File: config.mk
export PLATFORM = sky130hd
export DESIGN_NAME = vga_timing_gen_flat
export DESIGN_NICKNAME = d
export VERILOG_FILES = /design/src/rtl/vga_timing_pkg.sv /design/src/rtl/vga_timing_gen_if.sv /design/src/rtl/vga_axis_counter.sv /design/src/rtl/vga_timing_gen.sv /design/src/flat_wrapper.sv
export SDC_FILE = /design/constraint.sdc
export NUM_CORES = 1
export LEC_CHECK = 0
export ABC_CLOCK_PERIOD_IN_PS = 2300
export CORE_UTILIZATION = 53
export CTS_BUF_LIST = sky130_fd_sc_hd__clkbuf_4
export CTS_CLUSTER_SIZE = 40
export DETAILED_ROUTE_END_ITERATION = 12
export MAX_ROUTING_LAYER = met4
export PLACE_DENSITY = 0.91
export SYNTH_ARGS = -nofsm -noshare
export SYNTH_HDL_FRONTEND = slang
export SYNTH_SLANG_ARGS = --single-unit
File: constraint.sdc
create_clock -name clk -period 2.3 [get_ports clk]
set_clock_uncertainty 0.05 [all_clocks]
set_input_delay 0.345 -clock clk [delete_from_list [all_inputs] [get_ports clk]]
set_output_delay 0.345 -clock clk [all_outputs]
set_load 0.01 [all_outputs]
File: src/rtl/vga_timing_pkg.sv
// Shared VGA timing presets and elaboration helpers for the raster generator.
package vga_timing_pkg;

  typedef struct packed {
    int unsigned display;
    int unsigned front;
    int unsigned sync;
    int unsigned back;
  } axis_cfg_t;

  // 640x480@60 (default) and 800x600@72 (1040x666 totals).
  localparam axis_cfg_t H640 = '{display: 640, front: 16, sync: 96, back: 48};
  localparam axis_cfg_t V480 = '{display: 480, front: 10, sync: 2, back: 33};
  localparam axis_cfg_t H800 = '{display: 800, front: 56, sync: 120, back: 64};
  localparam axis_cfg_t V600 = '{display: 600, front: 37, sync: 6, back: 23};

  localparam int unsigned ClkDivMax    = 16;
  localparam int unsigned PipeDelayMax = 7;

  function automatic int unsigned axis_total(input int unsigned display,
                                             input int unsigned front,
                                             input int unsigned sync,
                                             input int unsigned back);
    return display + front + sync + back;
  endfunction

  // Bits needed to hold total-1.
  function automatic int unsigned count_width(input int unsigned total);
    return (total <= 1) ? 1 : $clog2(total);
  endfunction

endpackage

File: src/rtl/vga_timing_gen_if.sv
// Raster control/timing bundle between the timing generator and the pixel pipeline.
interface vga_timing_gen_if #(
  parameter int unsigned HW = 10,
  parameter int unsigned VW = 10
);
  logic          enable;
  logic          pixEn;
  logic [HW-1:0] column;
  logic [VW-1:0] row;
  logic          displayActive;
  logic          hSync;
  logic          vSync;
  logic          lineStart;
  logic          frameStart;

  modport master (
    input  enable,
    output pixEn, column, row, displayActive, hSync, vSync, lineStart, frameStart
  );

  modport slave (
    output enable,
    input  pixEn, column, row, displayActive, hSync, vSync, lineStart, frameStart
  );
endinterface

File: src/rtl/vga_axis_counter.sv
// One raster axis: wrapping position counter with visible-region and sync decode.
module vga_axis_counter
  import vga_timing_pkg::*;
#(
  parameter int unsigned DISPLAY = 640,
  parameter int unsigned FRONT   = 16,
  parameter int unsigned SYNC    = 96,
  parameter int unsigned BACK    = 48,
  parameter int unsigned W       = 10
) (
  input  logic         clk,
  input  logic         rst,
  input  logic         advance_i,
  output logic         wrap_o,
  output logic [W-1:0] count_o,
  output logic         active_o,
  output logic         sync_o
);

  localparam int unsigned Total     = axis_total(DISPLAY, FRONT, SYNC, BACK);
  localparam logic [W-1:0] Last      = W'(Total - 1);
  localparam logic [W-1:0] DispEnd   = W'(DISPLAY);
  localparam logic [W-1:0] SyncFirst = W'(DISPLAY + FRONT);
  localparam logic [W-1:0] SyncLast  = W'(DISPLAY + FRONT + SYNC - 1);

  logic [W-1:0] count_q, count_d;

  always_comb begin
    wrap_o  = (count_q == Last);
    count_d = count_q;
    if (advance_i) begin
      count_d = wrap_o ? '0 : count_q + 1'b1;
    end
    count_o  = count_q;
    active_o = (count_q < DispEnd);
    sync_o   = (count_q >= SyncFirst) && (count_q <= SyncLast);
  end

  always_ff @(posedge clk or posedge rst) begin
    if (rst) begin
      count_q <= '0;
    end else begin
      count_q <= count_d;
    end
  end

endmodule

File: src/rtl/vga_timing_gen.sv
// Parametrised VGA raster timing generator: pixel-rate divider, h/v axis counters,
// sync/blank decode and a pixel-tick delay line on the sync/active outputs.
module vga_timing_gen
  import vga_timing_pkg::*;
#(
  parameter int unsigned H_DISPLAY  = H640.display,
  parameter int unsigned H_FRONT    = H640.front,
  parameter int unsigned H_SYNC     = H640.sync,
  parameter int unsigned H_BACK     = H640.back,
  parameter int unsigned V_DISPLAY  = V480.display,
  parameter int unsigned V_FRONT    = V480.front,
  parameter int unsigned V_SYNC     = V480.sync,
  parameter int unsigned V_BACK     = V480.back,
  parameter int unsigned CLK_DIV    = 2,
  parameter bit          H_POL      = 1'b0,
  parameter bit          V_POL      = 1'b0,
  parameter int unsigned PIPE_DELAY = 0,
  parameter int unsigned HW         = 10,
  parameter int unsigned VW         = 10
) (
  input logic              clk,
  input logic              rst,
  vga_timing_gen_if.master bus
);

  localparam int unsigned HTotal  = axis_total(H_DISPLAY, H_FRONT, H_SYNC, H_BACK);
  localparam int unsigned VTotal  = axis_total(V_DISPLAY, V_FRONT, V_SYNC, V_BACK);
  localparam logic [3:0]  DivLast = 4'(CLK_DIV - 1);

  if (count_width(HTotal) > HW) begin : g_bad_hw
    $error("HW too narrow for H_TOTAL-1");
  end
  if (count_width(VTotal) > VW) begin : g_bad_vw
    $error("VW too narrow for V_TOTAL-1");
  end
  if (CLK_DIV < 1 || CLK_DIV > ClkDivMax) begin : g_bad_div
    $error("CLK_DIV out of range 1..16");
  end
  if (PIPE_DELAY > PipeDelayMax) begin : g_bad_delay
    $error("PIPE_DELAY out of range 0..7");
  end

  logic [3:0]    div_q, div_d;
  logic          started_q, started_d;
  logic          pix_en, h_adv, v_adv;
  logic          h_wrap, v_wrap, h_act, v_act, h_sync, v_sync;
  logic [HW-1:0] h_count;
  logic [VW-1:0] v_count;
  logic [2:0]    dec, dly;

  always_comb begin
    pix_en = bus.enable && (div_q == DivLast);
    div_d  = div_q;
    if (bus.enable) begin
      div_d = pix_en ? '0 : div_q + 4'd1;
    end
    started_d = started_q | pix_en;
    // The first strobe only arms the raster so pixel (0,0) gets a full period.
    h_adv = pix_en & started_q;
    v_adv = h_adv & h_wrap;
  end

  always_ff @(posedge clk or posedge rst) begin
    if (rst) begin
      div_q     <= '0;
      started_q <= 1'b0;
    end else begin
      div_q     <= div_d;
      started_q <= started_d;
    end
  end

  vga_axis_counter #(
    .DISPLAY(H_DISPLAY), .FRONT(H_FRONT), .SYNC(H_SYNC), .BACK(H_BACK), .W(HW)
  ) u_h_axis (
    .clk      (clk),
    .rst      (rst),
    .advance_i(h_adv),
    .wrap_o   (h_wrap),
    .count_o  (h_count),
    .active_o (h_act),
    .sync_o   (h_sync)
  );

  vga_axis_counter #(
    .DISPLAY(V_DISPLAY), .FRONT(V_FRONT), .SYNC(V_SYNC), .BACK(V_BACK), .W(VW)
  ) u_v_axis (
    .clk      (clk),
    .rst      (rst),
    .advance_i(v_adv),
    .wrap_o   (v_wrap),
    .count_o  (v_count),
    .active_o (v_act),
    .sync_o   (v_sync)
  );

  assign dec = {started_q & h_act & v_act, started_q & h_sync, started_q & v_sync};

  if (PIPE_DELAY == 0) begin : g_no_delay
    assign dly = dec;
  end else begin : g_delay
    logic [2:0] pipe_q [PIPE_DELAY];

    always_ff @(posedge clk or posedge rst) begin
      if (rst) begin
        for (int i = 0; i < PIPE_DELAY; i++) pipe_q[i] <= '0;
      end else if (pix_en) begin
        pipe_q[0] <= dec;
        for (int i = 1; i < PIPE_DELAY; i++) pipe_q[i] <= pipe_q[i-1];
      end
    end

    assign dly = pipe_q[PIPE_DELAY-1];
  end

  // Line/frame markers flag the strobe on which the raster enters column 0 / pixel (0,0).
  always_comb begin
    bus.pixEn         = pix_en;
    bus.column        = h_count;
    bus.row           = v_count;
    bus.displayActive = dly[2];
    bus.hSync         = dly[1] ? H_POL : ~H_POL;
    bus.vSync         = dly[0] ? V_POL : ~V_POL;
    bus.lineStart     = pix_en & (~started_q | h_wrap);
    bus.frameStart    = pix_en & (~started_q | (h_wrap & v_wrap));
  end

endmodule

File: src/flat_wrapper.sv
// flat-port wrapper written by rule: the top's interface ports become plain ports
module vga_timing_gen_flat import vga_timing_pkg::*;
#(
  parameter int unsigned H_DISPLAY  = H640.display,
  parameter int unsigned H_FRONT    = H640.front,
  parameter int unsigned H_SYNC     = H640.sync,
  parameter int unsigned H_BACK     = H640.back,
  parameter int unsigned V_DISPLAY  = V480.display,
  parameter int unsigned V_FRONT    = V480.front,
  parameter int unsigned V_SYNC     = V480.sync,
  parameter int unsigned V_BACK     = V480.back,
  parameter int unsigned CLK_DIV    = 2,
  parameter bit          H_POL      = 1'b0,
  parameter bit          V_POL      = 1'b0,
  parameter int unsigned PIPE_DELAY = 0,
  parameter int unsigned HW         = 10,
  parameter int unsigned VW         = 10
)
  (clk, rst, bus_enable, bus_pixEn, bus_column, bus_row, bus_displayActive, bus_hSync, bus_vSync, bus_lineStart, bus_frameStart);
  vga_timing_gen_if #(.HW(HW), .VW(VW)) bus_i ();
  input logic clk;
  input logic rst;
  input wire logic [$bits(bus_i.enable)-1:0] bus_enable;
  output wire logic [$bits(bus_i.pixEn)-1:0] bus_pixEn;
  output wire logic [$bits(bus_i.column)-1:0] bus_column;
  output wire logic [$bits(bus_i.row)-1:0] bus_row;
  output wire logic [$bits(bus_i.displayActive)-1:0] bus_displayActive;
  output wire logic [$bits(bus_i.hSync)-1:0] bus_hSync;
  output wire logic [$bits(bus_i.vSync)-1:0] bus_vSync;
  output wire logic [$bits(bus_i.lineStart)-1:0] bus_lineStart;
  output wire logic [$bits(bus_i.frameStart)-1:0] bus_frameStart;
  assign bus_i.enable = bus_enable;
  assign bus_pixEn = bus_i.pixEn;
  assign bus_column = bus_i.column;
  assign bus_row = bus_i.row;
  assign bus_displayActive = bus_i.displayActive;
  assign bus_hSync = bus_i.hSync;
  assign bus_vSync = bus_i.vSync;
  assign bus_lineStart = bus_i.lineStart;
  assign bus_frameStart = bus_i.frameStart;
  vga_timing_gen #(.H_DISPLAY(H_DISPLAY), .H_FRONT(H_FRONT), .H_SYNC(H_SYNC), .H_BACK(H_BACK), .V_DISPLAY(V_DISPLAY), .V_FRONT(V_FRONT), .V_SYNC(V_SYNC), .V_BACK(V_BACK), .CLK_DIV(CLK_DIV), .H_POL(H_POL), .V_POL(V_POL), .PIPE_DELAY(PIPE_DELAY), .HW(HW), .VW(VW)) u_core (.clk(clk), .rst(rst), .bus(bus_i));
endmodule
### Word-level counts from Yosys, hierarchy flattened

Index checks and enable logic that the tools add are counted.

| cells by class | value |
|---|---|
| $add $sub $neg | 3 |
| multiply operators | 0 |
| divide/modulo/power cells | 0 |
| magnitude comparators | 6 |
| equal/unequal tests | 3 |
| shift-type cells | 0 |
| mux-type cells | 5 |
| bitwise operators | 13 |
| reductions and logical operators | 3 |

Operators with widths:

| cell | number |
|---|---|
| 10-bit by 1-bit adder with 10-bit output, second input constant | 2 |
| 10-bit == test, second input constant | 2 |
| 10-bit two-way mux | 2 |
| 10-bit >= comparator, second input constant | 1 |
| 10-bit by 9-bit >= comparator with 1-bit output, second input constant | 1 |
| 10-bit <= comparator, second input constant | 1 |
| 10-bit by 9-bit <= comparator with 1-bit output, second input constant | 1 |
| 10-bit < comparator, second input constant | 1 |
| 10-bit by 9-bit < comparator with 1-bit output, second input constant | 1 |
| 1-bit bitwise AND | 9 |
| 4-bit by 1-bit adder with 4-bit output, second input constant | 1 |
| 4-bit by 1-bit == test with 1-bit output, second input constant | 1 |
| 4-bit two-way mux | 1 |
| 1-bit logical AND | 3 |
| 1-bit OR | 3 |
| 1-bit two-way mux | 2 |
| 1-bit NOT | 1 |

| word-level totals | value |
|---|---|
| register bits | 25 |
| latch bits | 0 |
| RAM bits | 0 |
| memory bits (read-only) | 0 |
| bits of input ports | 3 |
| output and inout port bits | 26 |
| word-level logic and storage cells | 37 |
| memories | 0 |

### Logic depth before layout (Yosys ltp)

| logic depth | value |
|---|---|
| word-level depth | 4 |
| gate-level depth with buffers | 8 |
| mapped depth without buffers | 7 |

### Modules after synthesis

A second synthesis with hierarchy kept.

| unflattened totals | value |
|---|---|
| cells, all modules | 148 |
| area, all modules | 1,485.2 um2 |

Modules (own cells, without submodules):

| module | times used | cells an instance | area each (um2) | seq. area each (um2) |
|---|---|---|---|---|
| vga_axis_counter (u_core.u_h_axis) | 1 | 61 | 615.6 | 250.2 |
| vga_axis_counter (u_core.u_v_axis) | 1 | 56 | 563.0 | 250.2 |
| vga_timing_gen | 1 | 31 | 306.5 | 125.1 |

### Worst setup path before layout

Ideal clock, no wire load.

| path | value |
|---|---|
| kind | register to output |
| start point | register u_core.u_v_axis.count_q[0], in the netlist u_core.u_v_axis.count_o[0] |
| end point | output bus_frameStart |
| arrival time | 1.463 ns |
| data required time | 1.905 ns |
| setup slack | 0.442 ns |
| stages on the path, launching flop included | 7 |
| buffers on the path | 0 |
| path through | dfrtp_1 > inv_1 > ha_1 > nand4_1 > nor4_2 > nand2_1 > a21oi_1 |

| on the way | value |
|---|---|
| word-level cells in the longest chain between the ends | 4 |

Ends and longest elaborated chain:

| what | RTL line | source |
|---|---|---|
| start, declared | vga_axis_counter.sv:26 | `logic [W-1:0] count_q, count_d;` |
| start signal, assigned | vga_axis_counter.sv:43 | `count_q <= count_d;` |
| 10-bit == test | vga_axis_counter.sv:29 | `wrap_o = (count_q == Last);` |
| 1-bit bitwise AND | vga_timing_gen.sv:125 | `bus.frameStart = pix_en & (~started_q \| (h_wrap & v_wrap));` |
| 1-bit OR | vga_timing_gen.sv:125 |  |
| 1-bit bitwise AND | vga_timing_gen.sv:125 |  |
| end, declared | flat_wrapper.sv:31 | `output wire logic [$bits(bus_i.frameStart)-1:0] bus_frameStart;` |

Every way passes these cells.

### Worst setup path in the final report

| path | value |
|---|---|
| start point | register u_core.div_q[1] |
| end point | output bus_pixEn |

| on the way | value |
|---|---|
| word-level cells in the longest chain between the ends | 2 |

Ends and longest elaborated chain:

| what | RTL line | source |
|---|---|---|
| start, declared | vga_timing_gen.sv:43 | `logic [3:0] div_q, div_d;` |
| start signal, assigned | vga_timing_gen.sv:68 | `div_q <= div_d;` |
| 4-bit by 1-bit == test with 1-bit output | vga_timing_gen.sv:52 | `pix_en = bus.enable && (div_q == DivLast);` |
| 1-bit logical AND | vga_timing_gen.sv:52 |  |
| end, declared | flat_wrapper.sv:24 | `output wire logic [$bits(bus_i.pixEn)-1:0] bus_pixEn;` |

Every way passes these cells.

==> impl_metrics.tcl <==
set metrics [dict create \
    synthFlopType "dfrtp_1" \
    drtAntennaViolNets 0 \
    dp_hpwl_mm 2.56 \
    worstSetupPathType "reg -> out" \
    die-area_mm2 0.00296 \
    power_density_mw_per_mm2 592 \
    fin_tns_setup_ns 0 \
    rsz0062_at_grt "no" \
    ir_drop_uv 607 \
    fin_nets 201 \
    yosysSeqAreaShare 0.430 \
    grt_pass1_wl_mm 5.71 \
    diodes 0 \
    regToRegEndpoint "u_core.u_v_axis.count_o[7]" \
    startpoint_type "flip-flop" \
    worst_pin_slew_ns 0.469 \
    cts_buffer_depth 2 \
    setup_viol 0 \
    portBuffers 28 \
    synth_top_cell_by_area "dfrtp_1" \
    slew_headroom 0.685 \
    cts_tree "done" \
    r2r_slack_ns 0.55 \
    hold_violations 0 \
    ys_seq_elements 25 \
    dieWidth_um 54.4 \
    slew_viol_final 0 \
    fin_util 0.758 \
    reg2reg_from "u_core.div_q[1]" \
    syn-num-nets 155 \
    dpl_cell_area_mm2 0.00186 \
    clock_latency_ns 0.31 \
    place_congestion 0.912 \
    start_util 0.572 \
    fp-row-count 18 \
    fill_cells 181 \
    rr_worst_depth 7 \
    finalInstanceArea_mm2 0.00193 \
    wire_per_inst_um 15.8 \
    die_h_um 54.4 \
    netlist.area_leader.share 0.430 \
    period_share 0.962 \
    synth.top_cells.by_area "dfrtp_1 43%, ha_1 5.2%, xnor2_1 4.8%" \
    status "finished, final reports clean" \
    vias 1315 \
    worstPathRequired_ns 1.90 \
    cts.sinks 25 \
    coreArea_mm2 0.00254 \
    drt-pass1-iter-count 4 \
    cap_violations 0 \
    grt_max_degree 26 \
    grt_pass1_vias 1267 \
    crit_fanout 9 \
    fmax_mhz 452 \
    first_iter_violations 44 \
    gr-total-overflow 0 \
    synth_warnings 0 \
    startpoint "u_core.div_q[1]" \
    cts-root-buf "clkbuf_4" \
    drive_gt1_frac 0.199 \
    synth.distinct_cells 40 \
    antenna_found_initial 0 \
    groute.usage.overall 0.276 \
    mostFrequentLayoutCells "23 x clkdlybuf4s50_1, 23 x dfrtp_1, 18 x buf_4, 15 x nand2_1" \
    totalWireLength_mm 3.49 \
    cp-end-kind "output pin" \
    syn_area_per_cell_um2 9.97 \
    power_leakage_nw 0.874 \
    synth_cells 146 \
    hold_class "in -> async" \
    vias_per_cell 5.95 \
    drc 0 \
    syn_to_final_growth_pct 32.5 \
    ios 29 \
    period_minus_slack_ns 2.21 \
    cp.arrival_ns 1.82 \
    synth_edf_count 0 \
    synthesis.area_mm2 0.00146 \
    clkTransAtPathRegs_ns 0.13 \
    cts_buffers 3 \
    htree_levels 1 \
    synthArstFlopShare 1.00 \
]
## layout make-up
cell class | count | area (um^2) | area share
inverter | 9 | 38.8 | 0.0201
multi-input combinational | 107 | 788 | 0.409
tap | 30 | 37.5 | 0.0195
sequential | 25 | 628 | 0.326
timing repair buffer | 46 | 405 | 0.210
clock buffer | 4 | 30.0 | 0.0156
## repair_timing
item / CTS / global route
hold buffers: 0 / 0
endpoints found under the setup margin: 5 / 4
gates resized for setup: 7 / 9
buffers inserted: 2 / 1
pin swaps: 1 / 0
## how the worst max path moves through the flow
stage / to / cells after the start
after global routing: bus_pixEn / 5
after global placement: bus_displayActive / 5
after floorplan: bus_frameStart / 6
after CTS: bus_hSync / 5
final: bus_pixEn / 5
after detailed placement: bus_displayActive / 5
## routing by layer
layer	vias to the layer above	global-route usage	wire, um
met5	-	-	0
met4	0	0.103	49
met3	6	0.0306	208
met2	65	0.457	1760
met1	634	0.346	1470
li1	610	-	-
## cell families after synthesis
family	after synthesis	synth area share
and+or+nand+nor	66	0.289
DFF	25	0.430
AOI/OAI and AO/OA	20	0.0946
buffers and inverters	14	0.0413
xor gates and xnor gates	12	0.0722
adders and majority gates	6	0.0516
muxes	3	0.0215
## sequential cells by signal, indices dropped and copies added (netlist names)
| register | flops |
|---|---|
| u_core.u_h_axis.count_o | 10 |
| u_core.u_v_axis.count_o | 10 |
| u_core.div_q | 4 |
| u_core.started_q | 1 |
## cells in the mapped netlist, types with 2 or more instances
| cell | count |
|---|---|
| o31ai_2 | 2 |
| nor2_1 | 8 |
| dfrtp_1 | 25 |
| and4_1 | 3 |
| and2_1 | 4 |
| clkbuf_1 | 3 |
| nand3_1 | 7 |
| buf_2 | 2 |
| o21ai_0 | 7 |
| nor4bb_1 | 3 |
| and3_1 | 7 |
| mux2i_1 | 2 |
| xor2_1 | 4 |
| inv_1 | 8 |
| xnor2_1 | 8 |
| nand4_1 | 7 |
| and4b_1 | 2 |
| a21oi_1 | 3 |
| ha_1 | 6 |
| nand2_1 | 15 |
## worst max-delay path: stages (launching register included)
cell and delay [ns]:
dfrtp_1 0.40, inv_1 0.07, ha_1 0.19, nand4bb_4 0.17, clkinv_4 0.13, clkdlybuf4s50_1 0.54
## stage by stage
stage | std cells | power, mW | setup slack (ns) | hold WS [ns]
after floorplan | 146 | 0.770 | 0.442 | 0.322
after global placement | 214 | 0.907 | 0.115 | 0.415
after detailed placement | 214 | 0.930 | 0.0398 | 0.422
after CTS | 220 | 1.14 | 0.00225 | 0.330
after global routing | 221 | 1.22 | 0.000646 | 0.365
final | 221 | 1.14 | 0.0866 | 0.329
## power breakdown
| part | switching [mW] | total (mW) | leakage, nW | internal [mW] |
|---|---|---|---|---|
| Combinational | 0.170 | 0.369 | 0.542 | 0.199 |
| Sequential | 0.0655 | 0.571 | 0.313 | 0.505 |
| Clock | 0.123 | 0.202 | 0.0184 | 0.0793 |
| Total | 0.359 | 1.14 | 0.874 | 0.783 |
Power figures use the tool's default switching activity.
